===== src/rtl/usb_tx_pkg.sv =====
// usb_tx_pkg: shared types and constants for the USB transmit path.
// Build option: define LOW_SPEED_EN to swap J/K line polarity for low-speed signalling.
package usb_tx_pkg;

    typedef enum logic [2:0] {
        IDLE    = 3'd0,
        LOAD    = 3'd1,
        SHIFT   = 3'd2,
        STUFF   = 3'd3,
        HOLD    = 3'd4,
        EOP_SE0 = 3'd5,
        EOP_J   = 3'd6
    } tx_state_t;

    // Line encodings are {d_plus, d_minus}.
`ifdef LOW_SPEED_EN
    localparam logic [1:0] LINE_J = 2'b01;
    localparam logic [1:0] LINE_K = 2'b10;
`else
    localparam logic [1:0] LINE_J = 2'b10;
    localparam logic [1:0] LINE_K = 2'b01;
`endif
    localparam logic [1:0] LINE_SE0 = 2'b00;

    localparam logic [2:0] STUFF_LIMIT  = 3'd6;
    localparam int         EOP_SE0_BITS = 2;
    localparam int         BYTE_BITS    = 8;

    // Map the NRZI level (1 = J, 0 = K) onto the line pair.
    function automatic logic [1:0] line_of(input logic level_j);
        return level_j ? LINE_J : LINE_K;
    endfunction

endpackage


===== src/rtl/usb_tx_shift.sv =====
// usb_tx_shift: byte holding latch plus 8-bit LSB-first serializer.
// ready is high while the holding latch is free to accept a new byte.
module usb_tx_shift
    import usb_tx_pkg::*;
(
    input  logic       clk,
    input  logic       rst,
    input  logic       latch_en,
    input  logic [7:0] data,
    input  logic       move_en,
    input  logic       shift_en,
    output logic       cur_bit,
    output logic       last_bit,
    output logic       ready
);

    logic [7:0] hold_r;
    logic [7:0] shift_r;
    logic [2:0] bit_idx_r;
    logic       ready_r;

    // Holding latch: captures the byte on accept, frees up once it moves to the shifter.
    always_ff @(posedge clk or posedge rst) begin
        if (rst) begin
            hold_r  <= 8'h00;
            ready_r <= 1'b1;
        end else if (latch_en) begin
            hold_r  <= data;
            ready_r <= 1'b0;
        end else if (move_en) begin
            ready_r <= 1'b1;
        end else begin
            ready_r <= ready_r;
        end
    end

    // Serializer: load from the latch, then shift right one bit per consumed bit-time.
    always_ff @(posedge clk or posedge rst) begin
        if (rst) begin
            shift_r   <= 8'h00;
            bit_idx_r <= 3'd0;
        end else if (move_en) begin
            shift_r   <= hold_r;
            bit_idx_r <= 3'd0;
        end else if (shift_en) begin
            shift_r   <= {1'b0, shift_r[7:1]};
            bit_idx_r <= bit_idx_r + 3'd1;
        end else begin
            shift_r   <= shift_r;
            bit_idx_r <= bit_idx_r;
        end
    end

    assign cur_bit  = shift_r[0];
    assign last_bit = (bit_idx_r == 3'(BYTE_BITS - 1));
    assign ready    = ready_r;

endmodule


===== src/rtl/usb_transmit.sv =====
// usb_transmit: USB transmit line driver with NRZI encoding, bit stuffing and EOP generation.
// Build option: LOW_SPEED_EN (see usb_tx_pkg) selects low-speed J/K polarity.
module usb_transmit
    import usb_tx_pkg::*;
#(
    parameter int CLKS_PER_BIT = 1
) (
    input  logic       clk,
    input  logic       rst,
    input  logic       load_enable,
    input  logic [7:0] data,
    input  logic       eop,
    output logic       ready,
    output logic       busy,
    output logic       d_plus,
    output logic       d_minus
);

    localparam int               CNT_W   = (CLKS_PER_BIT > 1) ? $clog2(CLKS_PER_BIT) : 1;
    localparam logic [CNT_W-1:0] CNT_MAX = CNT_W'(CLKS_PER_BIT - 1);

    tx_state_t        state_r, state_s;
    logic [CNT_W-1:0] cnt_r;
    logic             tick_s, restart_s;
    logic             level_r, level_s;
    logic [2:0]       stuff_cnt_r, stuff_cnt_s;
    logic             byte_done_r, byte_done_s;
    logic [1:0]       eop_cnt_r, eop_cnt_s;
    logic [1:0]       line_r, line_s;
    logic             eop_q_r, eop_pend_r, eop_pend_s, eop_acc_s, eop_seen_s;
    logic             ready_r, busy_r, idle_next_s;
    logic             latch_s, move_s, shift_s;
    logic             cur_bit_s, last_bit_s, buf_ready_s;

    usb_tx_shift u_shift (
        .clk      (clk),
        .rst      (rst),
        .latch_en (latch_s),
        .data     (data),
        .move_en  (move_s),
        .shift_en (shift_s),
        .cur_bit  (cur_bit_s),
        .last_bit (last_bit_s),
        .ready    (buf_ready_s)
    );

    assign tick_s = (cnt_r == CNT_MAX);

    // Bit-time counter: restarts when a byte or EOP is accepted so latency is whole bit-times.
    always_ff @(posedge clk or posedge rst) begin
        if (rst) begin
            cnt_r <= '0;
        end else if (restart_s || tick_s) begin
            cnt_r <= '0;
        end else begin
            cnt_r <= cnt_r + CNT_W'(1);
        end
    end

    // Only a rising edge of eop counts, and never while an EOP is already on the line.
    always_comb begin
        eop_acc_s = 1'b0;
        if (eop && !eop_q_r && (state_r != EOP_SE0) && (state_r != EOP_J)) begin
            eop_acc_s = 1'b1;
        end else begin
            eop_acc_s = 1'b0;
        end
    end

    assign eop_seen_s = eop_pend_r | eop_acc_s;

    // Next-state, NRZI level, stuff counter and next line value.
    always_comb begin
        state_s     = state_r;
        level_s     = level_r;
        stuff_cnt_s = stuff_cnt_r;
        byte_done_s = byte_done_r;
        eop_cnt_s   = eop_cnt_r;
        line_s      = line_r;
        restart_s   = 1'b0;
        latch_s     = 1'b0;
        move_s      = 1'b0;
        shift_s     = 1'b0;
        case (state_r)
            IDLE, HOLD: begin
                if (load_enable && buf_ready_s) begin
                    state_s   = LOAD;
                    latch_s   = 1'b1;
                    restart_s = 1'b1;
                end else if (eop_seen_s) begin
                    state_s   = EOP_SE0;
                    restart_s = 1'b1;
                end else begin
                    state_s = state_r;
                end
            end
            LOAD: begin
                if (tick_s) begin
                    state_s = SHIFT;
                    move_s  = 1'b1;
                end else begin
                    state_s = LOAD;
                end
            end
            SHIFT: begin
                if (tick_s) begin
                    shift_s     = 1'b1;
                    byte_done_s = last_bit_s;
                    if (cur_bit_s) begin
                        stuff_cnt_s = stuff_cnt_r + 3'd1;
                    end else begin
                        level_s     = ~level_r;
                        stuff_cnt_s = 3'd0;
                    end
                    line_s = line_of(level_s);
                    if (stuff_cnt_s == STUFF_LIMIT) begin
                        state_s = STUFF;
                    end else if (last_bit_s) begin
                        state_s = eop_seen_s ? EOP_SE0 : HOLD;
                    end else begin
                        state_s = SHIFT;
                    end
                end else begin
                    state_s = SHIFT;
                end
            end
            STUFF: begin
                if (tick_s) begin
                    level_s     = ~level_r;
                    stuff_cnt_s = 3'd0;
                    line_s      = line_of(level_s);
                    if (!byte_done_r) begin
                        state_s = SHIFT;
                    end else if (eop_seen_s) begin
                        state_s = EOP_SE0;
                    end else begin
                        state_s = HOLD;
                    end
                end else begin
                    state_s = STUFF;
                end
            end
            EOP_SE0: begin
                if (tick_s) begin
                    line_s = LINE_SE0;
                    if (eop_cnt_r == 2'(EOP_SE0_BITS - 1)) begin
                        eop_cnt_s = 2'd0;
                        state_s   = EOP_J;
                    end else begin
                        eop_cnt_s = eop_cnt_r + 2'd1;
                        state_s   = EOP_SE0;
                    end
                end else begin
                    state_s = EOP_SE0;
                end
            end
            EOP_J: begin
                if (tick_s) begin
                    line_s      = LINE_J;
                    level_s     = 1'b1;
                    stuff_cnt_s = 3'd0;
                    state_s     = IDLE;
                end else begin
                    state_s = EOP_J;
                end
            end
            default: begin
                state_s     = IDLE;
                level_s     = 1'b1;
                stuff_cnt_s = 3'd0;
                eop_cnt_s   = 2'd0;
                line_s      = LINE_J;
            end
        endcase
        // A pending EOP is consumed the moment the SE0 phase is entered.
        if ((state_s == EOP_SE0) && (state_r != EOP_SE0)) begin
            eop_pend_s = 1'b0;
        end else begin
            eop_pend_s = eop_seen_s;
        end
        idle_next_s = (state_s == IDLE) || (state_s == HOLD);
    end

    // State, encoder and registered line/status outputs.
    always_ff @(posedge clk or posedge rst) begin
        if (rst) begin
            state_r     <= IDLE;
            level_r     <= 1'b1;
            stuff_cnt_r <= 3'd0;
            byte_done_r <= 1'b0;
            eop_cnt_r   <= 2'd0;
            line_r      <= LINE_J;
            eop_q_r     <= 1'b0;
            eop_pend_r  <= 1'b0;
            ready_r     <= 1'b1;
            busy_r      <= 1'b0;
        end else begin
            state_r     <= state_s;
            level_r     <= level_s;
            stuff_cnt_r <= stuff_cnt_s;
            byte_done_r <= byte_done_s;
            eop_cnt_r   <= eop_cnt_s;
            line_r      <= line_s;
            eop_q_r     <= eop;
            eop_pend_r  <= eop_pend_s;
            ready_r     <= idle_next_s;
            busy_r      <= ~idle_next_s;
        end
    end

    assign d_plus  = line_r[1];
    assign d_minus = line_r[0];
    assign ready   = ready_r;
    assign busy    = busy_r;

endmodule


===== config.mk =====
export PLATFORM = sky130hd
export DESIGN_NAME = usb_transmit
export DESIGN_NICKNAME = d
export VERILOG_FILES = /design/src/rtl/usb_tx_pkg.sv /design/src/rtl/usb_tx_shift.sv /design/src/rtl/usb_transmit.sv
export SDC_FILE = /design/constraint.sdc
export NUM_CORES = 1
export LEC_CHECK = 0
export BUFFER_PORTS_ARGS = -buffer_cell sky130_fd_sc_hd__buf_2
export CAP_MARGIN = 20
export CORE_ASPECT_RATIO = 1.5
export CORE_UTILIZATION = 52
export CTS_CLUSTER_SIZE = 20
export DETAILED_ROUTE_END_ITERATION = 12
export HOLD_SLACK_MARGIN = 0.15
export PLACE_DENSITY = 0.84
export SYNTH_ARGS = -nofsm -noshare
export SYNTH_HDL_FRONTEND = slang
export SYNTH_SLANG_ARGS = --single-unit

===== constraint.sdc =====
create_clock -name clk -period 1.8 [get_ports clk]
set_input_delay 0.09 -clock clk [delete_from_list [all_inputs] [get_ports clk]]
set_output_delay 0.09 -clock clk [all_outputs]
set_load 0.03 [all_outputs]

==> reports/summary.txt, run 1 <==
total power: 3.682 mW
gr ovfl total: 0
GPL Wtd Cong: 0.9414
Worst setup SP type: flop
Syn Nets: 184
Detailed Place HPWL: 2549 µm
grt met3 use: 5.112%
post-synthesis sequential area ratio: 51.70%
Layout fillers: 210
die area: 3707 µm²
DRT antenna net count: 0
worst-skew pair later-pin latency: 0.29 ns
Syn-to-layout area delta: 26.96%
clock sink total: 37
hold slack: 0.3231 ns
Primary FF master, synth: dfrtp_1
# port buffers: 15
n_diodes: 0
CP max-delay cell: dfrtp_2
period utilisation layout: 97.45%
Final Setup Violations: 0
row cnt: 25
height of the die: 74.07 µm
drt total wl: 3870 µm
Num CTS Buffers: 5
Starting Density: 55.88%
syn avg cell area: 10.65 µm²
wire per inst: 15.06 µm
Post-synth ARST share: 100.0%
GR Util met2: 43.70%
number of library cell types mapped by synthesis: 47
Post-Synthesis Cells: 169
clock transition at the registers of the reported paths: 0.07 ns
worst-path fanout max: 7
crit-path cells: buf_4, nor4b_4, buf_4, inv_2, nor2_1, nor4_4, inv_2, a41oi_2
root buffer cell: clkbuf_8
initial antenna violation count: 0
DR vias: 1444
DRT Pass-1 Iters: 4
Setup Skew: 0.006428 ns
busiest grt layer: met2
first-pass GRT wire length: 6637 µm
vias in the first global route: 1513
MaxCap Viol Count: 0
number of cells on the critical path: 8
nets: 231
Starting DRT DRC Count: 39
largest stage delay on the critical path: 0.46 ns
# IOs: 16
fmax: 0.5701 GHz
Clock Tree Buf Depth: 2
post-synthesis register bit count: 37
fraction of layout cells with a size suffix above 1: 32.72%
unrepaired setup endpoints after global routing: yes
routing usage on met1: 25.97%
mapped cell area: 1800 µm²
maximum vdd drop: 995.4 µV
hold crit path type: input pin to flop
PwrDens: 1611 nW/µm²
final-report max-slew violation count: 0
leakage: 1.016 nW
crit path buf inv count: 4
Min Clock Period, post-route: 1.754 ns
CTS tree: yes
status: complete, no violations
EDFF count, synth: 0
Yosys warnings: 0
largest net degree at the start of global routing: 38
vias per cell: 5.619
drc violations: 0
CP top delay family: simple AND/OR/NAND/NOR gates
Worst EP required: 1.95 ns
WHS Path Cells: 4
data arrival time of the worst path: 1.91 ns
endpoints failing hold: 0
core area: 3222 µm²
GRT Resource Usage Total: 24.28%
crit path kind: flop to flop
Worst setup EP type: flop
sum of negative setup slack: 0 ns
die width: 50.05 µm
R2R cell count: 8
H-Tree Depth: 2
==> path summary, 6_finish.rpt <==
kind / startpoint / to / slack, ns
max: state_r[2] / eop_pend_r / 0.05
max reg2reg: state_r[2] / eop_pend_r / 0.05
min reg2reg: u_shift.hold_r[1] / u_shift.shift_r[1] / 0.49
min in group asynchronous: rst / u_shift.bit_idx_r[2] / 0.49
max in group asynchronous: rst / u_shift.ready / 0.96
min: load_enable / state_r[2] / 0.32
==> repair_timing <==
action	in CTS	in global routing
pin swaps	4	4
setup buffers	3	5
hold endpoints to repair	42	0
endpoints found under the setup margin	1	14
gates resized for setup	3	6
hold buffers	10	0
==> per-layer routing <==
| metal | share of wire, % | wire length [µm] | up-vias |
|---|---|---|---|
| met5 | 0 | 0 | - |
| met3 | 3.4 | 131 | 12 |
| li1 | - | - | 689 |
| met4 | 2.9 | 111 | 0 |
| met1 | 39 | 1501 | 701 |
| met2 | 55 | 2126 | 42 |
==> layout make-up <==
class                   count  area [µm²]  area share, %
clock buffers               7       96.34          4.215
flip-flops and latches     37       932.1          40.78
multi-input cells         119       839.6          36.73
well taps                  40       50.05          2.189
inverters                   7       26.28          1.149
repair buffers             46       336.6          14.72
clock inverters             1       5.005         0.2189
==> cells in the mapped netlist, drive strengths merged, types with 2 or more instances <==
master,instances,area [µm²]
dfrtp,33,825.8
o21ai,14,70.07
mux2,8,90.09
inv,7,26.28
nor3,4,31.28
clkbuf,2,8.750
a22o,3,26.28
a21oi,6,30.03
xnor2,2,17.52
nand2b,8,52.55
buf,4,25.02
o22ai,2,12.51
ha,3,37.54
dfstp,4,105.1
nor2,13,48.80
nand3,2,10.01
nand2,23,86.33
mux2i,7,70.07
==> layout by cell type, fill, tap and decap left out, types with 4 or more instances in the layout <==
cell type / n
mux2_2: 8
nand2_1: 23
buf_4: 20
buf_2: 15
a21oi_1: 6
mux2i_1: 7
dfstp_2: 4
o21ai_0: 13
nand2b_1: 6
nor2_1: 13
inv_1: 4
dfrtp_1: 32
dlygate4sd3_1: 10
clkbuf_8: 7
==> state kept, by name, summed over array words and instances (netlist names) <==
register	count
busy	1
byte_done_r	1
cnt_r	1
eop_cnt_r	2
eop_pend_r	1
eop_q_r	1
level_r	1
line_r	2
ready	1
state_r	3
stuff_cnt_r	3
u_shift.bit_idx_r	3
u_shift.hold_r	8
u_shift.ready	1
u_shift.shift_r	8
==> through the flow <==
step | setup slack [ns] | utilization (%) | cell area [µm²] | instances
floorplan | 0.05877 | - | 1800 | 169
detailed placement | -0.02346 | 61.75 | 1989 | 231
global placement | 0.02828 | 61.75 | 1989 | 231
CTS | 0.009302 | 69.09 | 2226 | 252
global route | -0.04275 | 70.95 | 2286 | 257
finish | 0.04587 | 70.95 | 2286 | 257
==> kinds of logic after synthesis <==
kind of cell / Yosys count / share of synthesized area (%)
AOI/OAI and AO/OA: 38 / 14.32
xor gates and xnor gates: 3 / 1.460
adders and majority gates: 3 / 2.085
buffers and inverters: 13 / 3.335
DFF: 37 / 51.70
muxes: 15 / 8.895
other: 1 / 0.2083
and+or+nand+nor: 59 / 18.00
==> power breakdown <==
| group | switching [mW] | leakage [nW] | total, mW | internal (mW) |
|---|---|---|---|---|
| Combinational | 0.837 | 0.511 | 1.60 | 0.764 |
| Clock | 0.287 | 0.0542 | 0.633 | 0.346 |
| Sequential | 0.245 | 0.451 | 1.45 | 1.20 |
==> worst register-to-register path, cell delays in order, from the launching register on <==
cell and delay [ns]:
dfrtp_2 0.46, buf_4 0.17, nor4b_4 0.35, buf_4 0.18, inv_2 0.03, nor2_1 0.21, nor4_4 0.07, inv_2 0.07
a41oi_2 0.08
(Power assumes the default switching activity.)
==> inputs of run 2 (changes only) <==
Settings changed: CORE_UTILIZATION 52 to 55, PLACE_DENSITY 0.84 to 0.85.
Clock period 1.8 ns to 2.2 ns, I/O delays scaled along.
==> run 2 against run 1 <==
Against the previous run:
- global-route usage fell by 0.72 points
- first-iteration DRC count did not move
- sequential power decreased by 16%
- final area decreased by 6.5%
- fmax down 8.7%
- combinational power decreased by 33%
- sequential share of layout area up 2.8 points
- sequential cell count did not move
- clock skew grew 0.00083 ns
- worst setup slack gained 0.23 ns
- highest routed layer unchanged
==> reports/summary.txt, run 2 (synthesis gave the netlist of run 1 again) <==
Slew @ Worst Pin: 0.5693 ns
H-Tree Depth: 2 (unchanged)
n_diodes: 0 (unchanged)
Worst setup EP type: flop
worst-skew pair later-pin latency: 0.29 ns (about the same)
first-pass GRT wire length: 6106 µm (-8.0%)
Final Setup Violations: 0 (unchanged)
vias in the first global route: 1395 (-7.8%)
core area: 3128 µm² (-2.9%)
post-place instance area: 1937 µm² (-2.6%)
DR vias: 1359 (-5.9%)
vias per cell: 5.616 (about the same)
fmax: 0.5206 GHz (-8.7%)
worst-path fanout max: 4 (-3)
CP max-delay cell: dfrtp_1
final-report max-slew violation count: 0 (unchanged)
commonest non-fill, non-tap cells in the layout: 33 x dfrtp_1, 23 x nand2_1, 15 x buf_2
Layout fillers: 253 (+20%)
Setup WS post-layout: 0.2790 ns (+0.2331 ns)
# IOs: 16 (unchanged)
Clock Tree Buf Depth: 2 (unchanged)
height of the die: 72.08 µm (-2.7%)
PwrDens: 1311 nW/µm² (-19%)
GRT Resource Usage Total: 23.56% (-0.72 points)
row cnt: 25 (unchanged)
post-CTS sizing: 0 (-3)
Setup Skew: 0.007263 ns (+0.0008349 ns)
Min Clock Period, post-route: 1.921 ns (+0.1669 ns)
initial antenna violation count: 0 (unchanged)
CP top delay family: compound AO/OA/AOI/OAI gates
Num CTS Buffers: 5 (unchanged)
wire per inst: 14.95 µm (-0.72%)
status: complete, no violations
metal3 WL: 113 µm (-14%)
Worst EP required: 2.41 ns (+0.46 ns)
MaxCap Viol Count: 0 (unchanged)
Starting Density: 57.56% (+1.7 points)
drc violations: 0 (unchanged)
die width: 48.72 µm (-2.7%)
GPL Wtd Cong: 0.9377 (-0.39%)
Top Metal Used: met4
M1 wire length: 1465 µm (-2.4%)
crit-path cells: ha_1, xor2_1, nand4_1, o221ai_1, o21ai_0, a41oi_1
largest net degree at the start of global routing: 38 (unchanged)
crit path kind: flop to flop
clock transition at the registers of the reported paths: 0.07 ns (about the same)
drt total wl: 3618 µm (-6.5%)
crit path buf inv count: 0 (-4)
data arrival time of the worst path: 2.13 ns (+0.22 ns)
Detailed Place HPWL: 2451 µm (-3.9%)
die area: 3511 µm² (-5.3%)
most common cell after layout, fill and taps aside: dfrtp_1
maximum vdd drop: 862.6 µV (-13%)
total power: 2.802 mW (-24%)
endpoints failing hold: 0 (unchanged)
gr ovfl total: 0 (unchanged)
unrepaired setup endpoints after global routing: no
# port buffers: 15 (unchanged)
Top Registers: u_shift.hold_r (8), u_shift.shift_r (8)
Worst setup SP type: flop
CTS tree: yes
nets: 216 (-6.5%)
setup bufs post-CTS: 0 (-3)
hold crit path type: input pin to flop
period utilisation layout: 87.32% (-10 points)
sum of negative setup slack: 0 ns (unchanged)
DRT antenna net count: 0 (unchanged)
leakage: 0.9419 nW (-7.3%)
root buffer cell: clkbuf_8
Syn-to-layout area delta: 18.76%
WL met2: 1937 µm (-8.9%)
fraction of layout cells with a size suffix above 1: 24.75% (-8.0 points)
pre-CTS WS: 0.2860 ns (+0.3094 ns)
DRT Pass-1 Iters: 4 (unchanged)
hold slack: 0.2971 ns (-0.02592 ns)
largest stage delay on the critical path: 0.42 ns (-0.04 ns)
Starting DRT DRC Count: 39 (unchanged)
Rel. slew slack: 61.64%
final non-filler cell area: 2138 µm² (-6.5%)
clock sink total: 37 (unchanged)
==> run 2: power by group <==
part | switching [mW] | internal, mW | total, mW
registers | 0.236 | 0.981 | 1.22
logic | 0.576 | 0.492 | 1.07
clock network | 0.234 | 0.283 | 0.517
total | 1.05 | 1.76 | 2.80
==> run 2: timing repair <==
| action | in CTS | in global routing |
|---|---|---|
| endpoints found under the hold margin | 42 | 0 |
| setup endpoints to repair | 0 | 0 |
| hold buffers | 10 | 0 |
==> run 2: worst reg2reg max path, cell delays in order, from the launching register on <==
cell      delay, ns
dfrtp_1        0.42
ha_1           0.26
xor2_1         0.19
nand4_1        0.21
o221ai_1       0.23
o21ai_0        0.26
a41oi_1        0.28
==> run 2: area by class of cell <==
cell class              instances  area [µm²]  area share (%)
flip-flops and latches         37       930.9           43.53
multi-input cells             119       809.5           37.86
repair buffers                 31       220.2           10.30
clock buffers                   7       96.34           4.506
well taps                      40       50.05           2.341
inverters                       7       26.28           1.229
clock inverters                 1       5.005          0.2341
==> run 2: worst paths after layout <==
| check | cells past startpoint | end | from | slack [ns] |
|---|---|---|---|---|
| max | 6 | eop_pend_r | stuff_cnt_r[0] | 0.28 |
| min | 4 | u_shift.ready | load_enable | 0.30 |
| max reg2reg | 6 | eop_pend_r | stuff_cnt_r[0] | 0.28 |
| min reg2reg | 2 | u_shift.shift_r[4] | u_shift.hold_r[4] | 0.48 |
| max in group asynchronous | 4 | u_shift.ready | rst | 1.39 |
| min in group asynchronous | 4 | eop_q_r | rst | 0.47 |
==> run 2: per-stage QoR <==
stage          util (%)  instances
6_report          68.36        242
5_1_grt           68.36        242
4_1_cts           68.36        242
3_5_place_dp      61.92        224
3_3_place_gp      61.92        224
2_1_floorplan         -        169
==> run 2: routing by layer <==
layer  up-vias  GRT usage [%]
met4         0          12.75
met3         9          5.241
met5         -              0
met2        36          43.67
li1        656              -
met1       658          24.37
==> inputs of run 3 (changes only) <==
Settings changed: CORE_MARGIN from default to 2.
==> run 3 against run 2 <==
Against the previous run:
- final area is the same
- utilization is the same
- clock skew shrank 0.0046 ns
- non-clock buffer count is the same
- critical path type unchanged
- die area grew 7.0%
- power shrank 0.10%
- critical path depth is the same
- via count grew 0.37%
- combinational power is essentially flat
- final cell count is the same
- hold slack lost 0.011 ns
- worst setup slack lost 0.12 ns
==> reports/summary.txt, run 3 (synthesis gave the netlist of run 1 again) <==
leakage: 0.9418 nW (about the same)
worst-path fanout max: 13 (+9)
CP max-delay cell: dfrtp_1
GPL Wtd Cong: 0.8972 (-4.3%)
hold crit path type: input pin to flop
R2R cell count: 6 (unchanged)
fraction of layout cells with a size suffix above 1: 24.75% (unchanged)
Worst EP required: 2.39 ns (-0.02 ns)
DRT antenna net count: 0 (unchanged)
row cnt: 25 (unchanged)
worst hold start: load_enable
post-layout util: 68.36% (unchanged)
worst-skew pair later-pin latency: 0.29 ns (about the same)
H-Tree Depth: 2 (unchanged)
largest net degree at the start of global routing: 38 (unchanged)
Clock Tree Buf Depth: 2 (unchanged)
Hold Crit Endpoint: u_shift.ready
unrepaired setup endpoints after global routing: no
drc violations: 0 (unchanged)
# port buffers: 15 (unchanged)
M1 wire length: 1309 µm (-11%)
clock sink total: 37 (unchanged)
most common cell after layout, fill and taps aside: dfrtp_1
Setup WS post-layout: 0.1560 ns (-0.1230 ns)
metal3 WL: 155 µm (+37%)
period utilisation layout: 92.91% (+5.6 points)
CTS tree: yes
first-pass GRT wire length: 6134 µm (+0.46%)
data arrival time of the worst path: 2.24 ns (+0.11 ns)
Starting DRT DRC Count: 41 (+5.1%)
# IOs: 16 (unchanged)
gr ovfl total: 0 (unchanged)
Setup Skew: 0.002630 ns (-0.004633 ns)
die area: 3757 µm² (+7.0%)
endpoints failing hold: 0 (unchanged)
Slew @ Worst Pin: 0.5761 ns (+0.006792 ns)
Worst setup EP type: flop
height of the die: 74.08 µm (+2.8%)
n_diodes: 0 (unchanged)
Starting Density: 57.56% (unchanged)
Top Registers: u_shift.hold_r (8), u_shift.shift_r (8)
largest stage delay on the critical path: 0.62 ns (+0.20 ns)
Layout fillers: 245 (-3.2%)
GRT Resource Usage Total: 22.30% (-1.3 points)
WHS Path Cells: 4 (unchanged)
P_sw: 1.041 mW (-0.43%)
Cell Int Power: 1.758 mW (about the same)
DR vias: 1364 (+0.37%)
Detailed Place HPWL: 2419 µm (-1.3%)
Clock Power Share: 18.2% (-0.2 points)
drt total wl: 3459 µm (-4.4%)
core area: 3128 µm² (unchanged)
crit path kind: flop to flop
maximum vdd drop: 771.6 µV (-11%)
pre-CTS WS: 0.2692 ns (-0.01681 ns)
reg-to-reg endpoint: eop_pend_r
r2r setup slk: 0.16 ns (-0.12 ns)
Final Setup Violations: 0 (unchanged)
nets: 216 (unchanged)
worst reg2reg startpoint: state_r[2]
sum of negative setup slack: 0 ns (unchanged)
vias per cell: 5.636 (+0.37%)
die width: 50.72 µm (+4.1%)
final-report max-slew violation count: 0 (unchanged)
MaxCap Viol Count: 0 (unchanged)
Worst setup SP type: flop
WL met2: 1857 µm (-4.1%)
Rel. slew slack: 61.47% (-0.18 points)
PwrDens: 1309 nW/µm² (-0.10%)
fmax: 0.4892 GHz (-6.0%)
vias in the first global route: 1433 (+2.7%)
Seq pwr share: 43.2% (-0.2 points)
wire per inst: 14.29 µm (-4.4%)
Top Metal Used: met4
post-CTS sizing: 0 (unchanged)
status: complete, no violations
commonest non-fill, non-tap cells in the layout: 33 x dfrtp_1, 23 x nand2_1, 15 x buf_2
DRT Pass-1 Iters: 4 (unchanged)
Num CTS Buffers: 5 (unchanged)
root buffer cell: clkbuf_8
Min Clock Period, post-route: 2.044 ns (+0.1230 ns)
Syn-to-layout area delta: 18.76% (unchanged)
share of power burned in combinational logic: 38.5% (+0.4 points)
Switching Share: 37.19% (-0.12 points)
clock transition at the registers of the reported paths: 0.07 ns (about the same)
crit-path cells: nor3b_1, a311oi_2, o21ba_2, nor4_4, inv_2, a41oi_1
initial antenna violation count: 0 (unchanged)
run 3: cell counts in the layout (fill, tap and decap cells not counted):
Identical to the previous run, type by type.
run 3: through the flow:
stage	area, µm²	power [mW]	hold WS [ns]	instances
after floorplan	1800	1.993	0.1414	169
after global placement	1937	2.197	0.2299	224
after detailed placement	1937	2.269	0.2341	224
after CTS	2138	2.810	0.2901	242
after global routing	2138	3.008	0.3320	242
final	2138	2.800	0.2859	242
run 3: worst max-delay path by stage:
stage / startpoint / end / cells past startpoint
6_report: state_r[2] / eop_pend_r / 6
5_1_grt: state_r[2] / eop_pend_r / 6
4_1_cts: state_r[2] / eop_pend_r / 6
3_5_place_dp: u_shift.bit_idx_r[0] / eop_pend_r / 8
3_3_place_gp: u_shift.bit_idx_r[0] / eop_pend_r / 8
2_1_floorplan: u_shift.bit_idx_r[0] / eop_pend_r / 8
run 3: power by group through the flow:
stage / sequential [mW] / combinational [mW] / clock [mW]
after detailed placement: 1.22 / 1.05 / 0
after global routing: 1.25 / 1.20 / 0.558
final: 1.21 / 1.08 / 0.511
after global placement: 1.20 / 1.00 / 0
after CTS: 1.21 / 1.07 / 0.526
after floorplan: 1.21 / 0.785 / 0
run 3: final cells by class:
class	instances	area [µm²]	area share (%)
clock buffers	7	96.34	4.506
inverters	7	26.28	1.229
flip-flops and latches	37	930.9	43.53
well taps	40	50.05	2.341
clock inverters	1	5.005	0.2341
repair buffers	31	220.2	10.30
multi-input cells	119	809.5	37.86
run 3: what timing repair did:
action	in CTS	in global routing
hold buffers	10	0
buffers inserted	0	0
setup endpoints to repair	0	0
endpoints found under the hold margin	42	0
run 3: metal layers:
layer / vias to the layer above / GRT usage, %
li1: 661 / -
met1: 646 / 25.00
met2: 42 / 38.60
met3: 15 / 4.418
met4: 0 / 14.41
met5: - / 0
run 3: worst max-delay path: cells and delay by family (launching register included):
kind                   cells  cell delay [ns]
AND/OR/NAND/NOR            2             0.48
buffers and inverters      1             0.07
AO/OA/AOI/OAI              3             0.78
flip-flops                 1             0.62
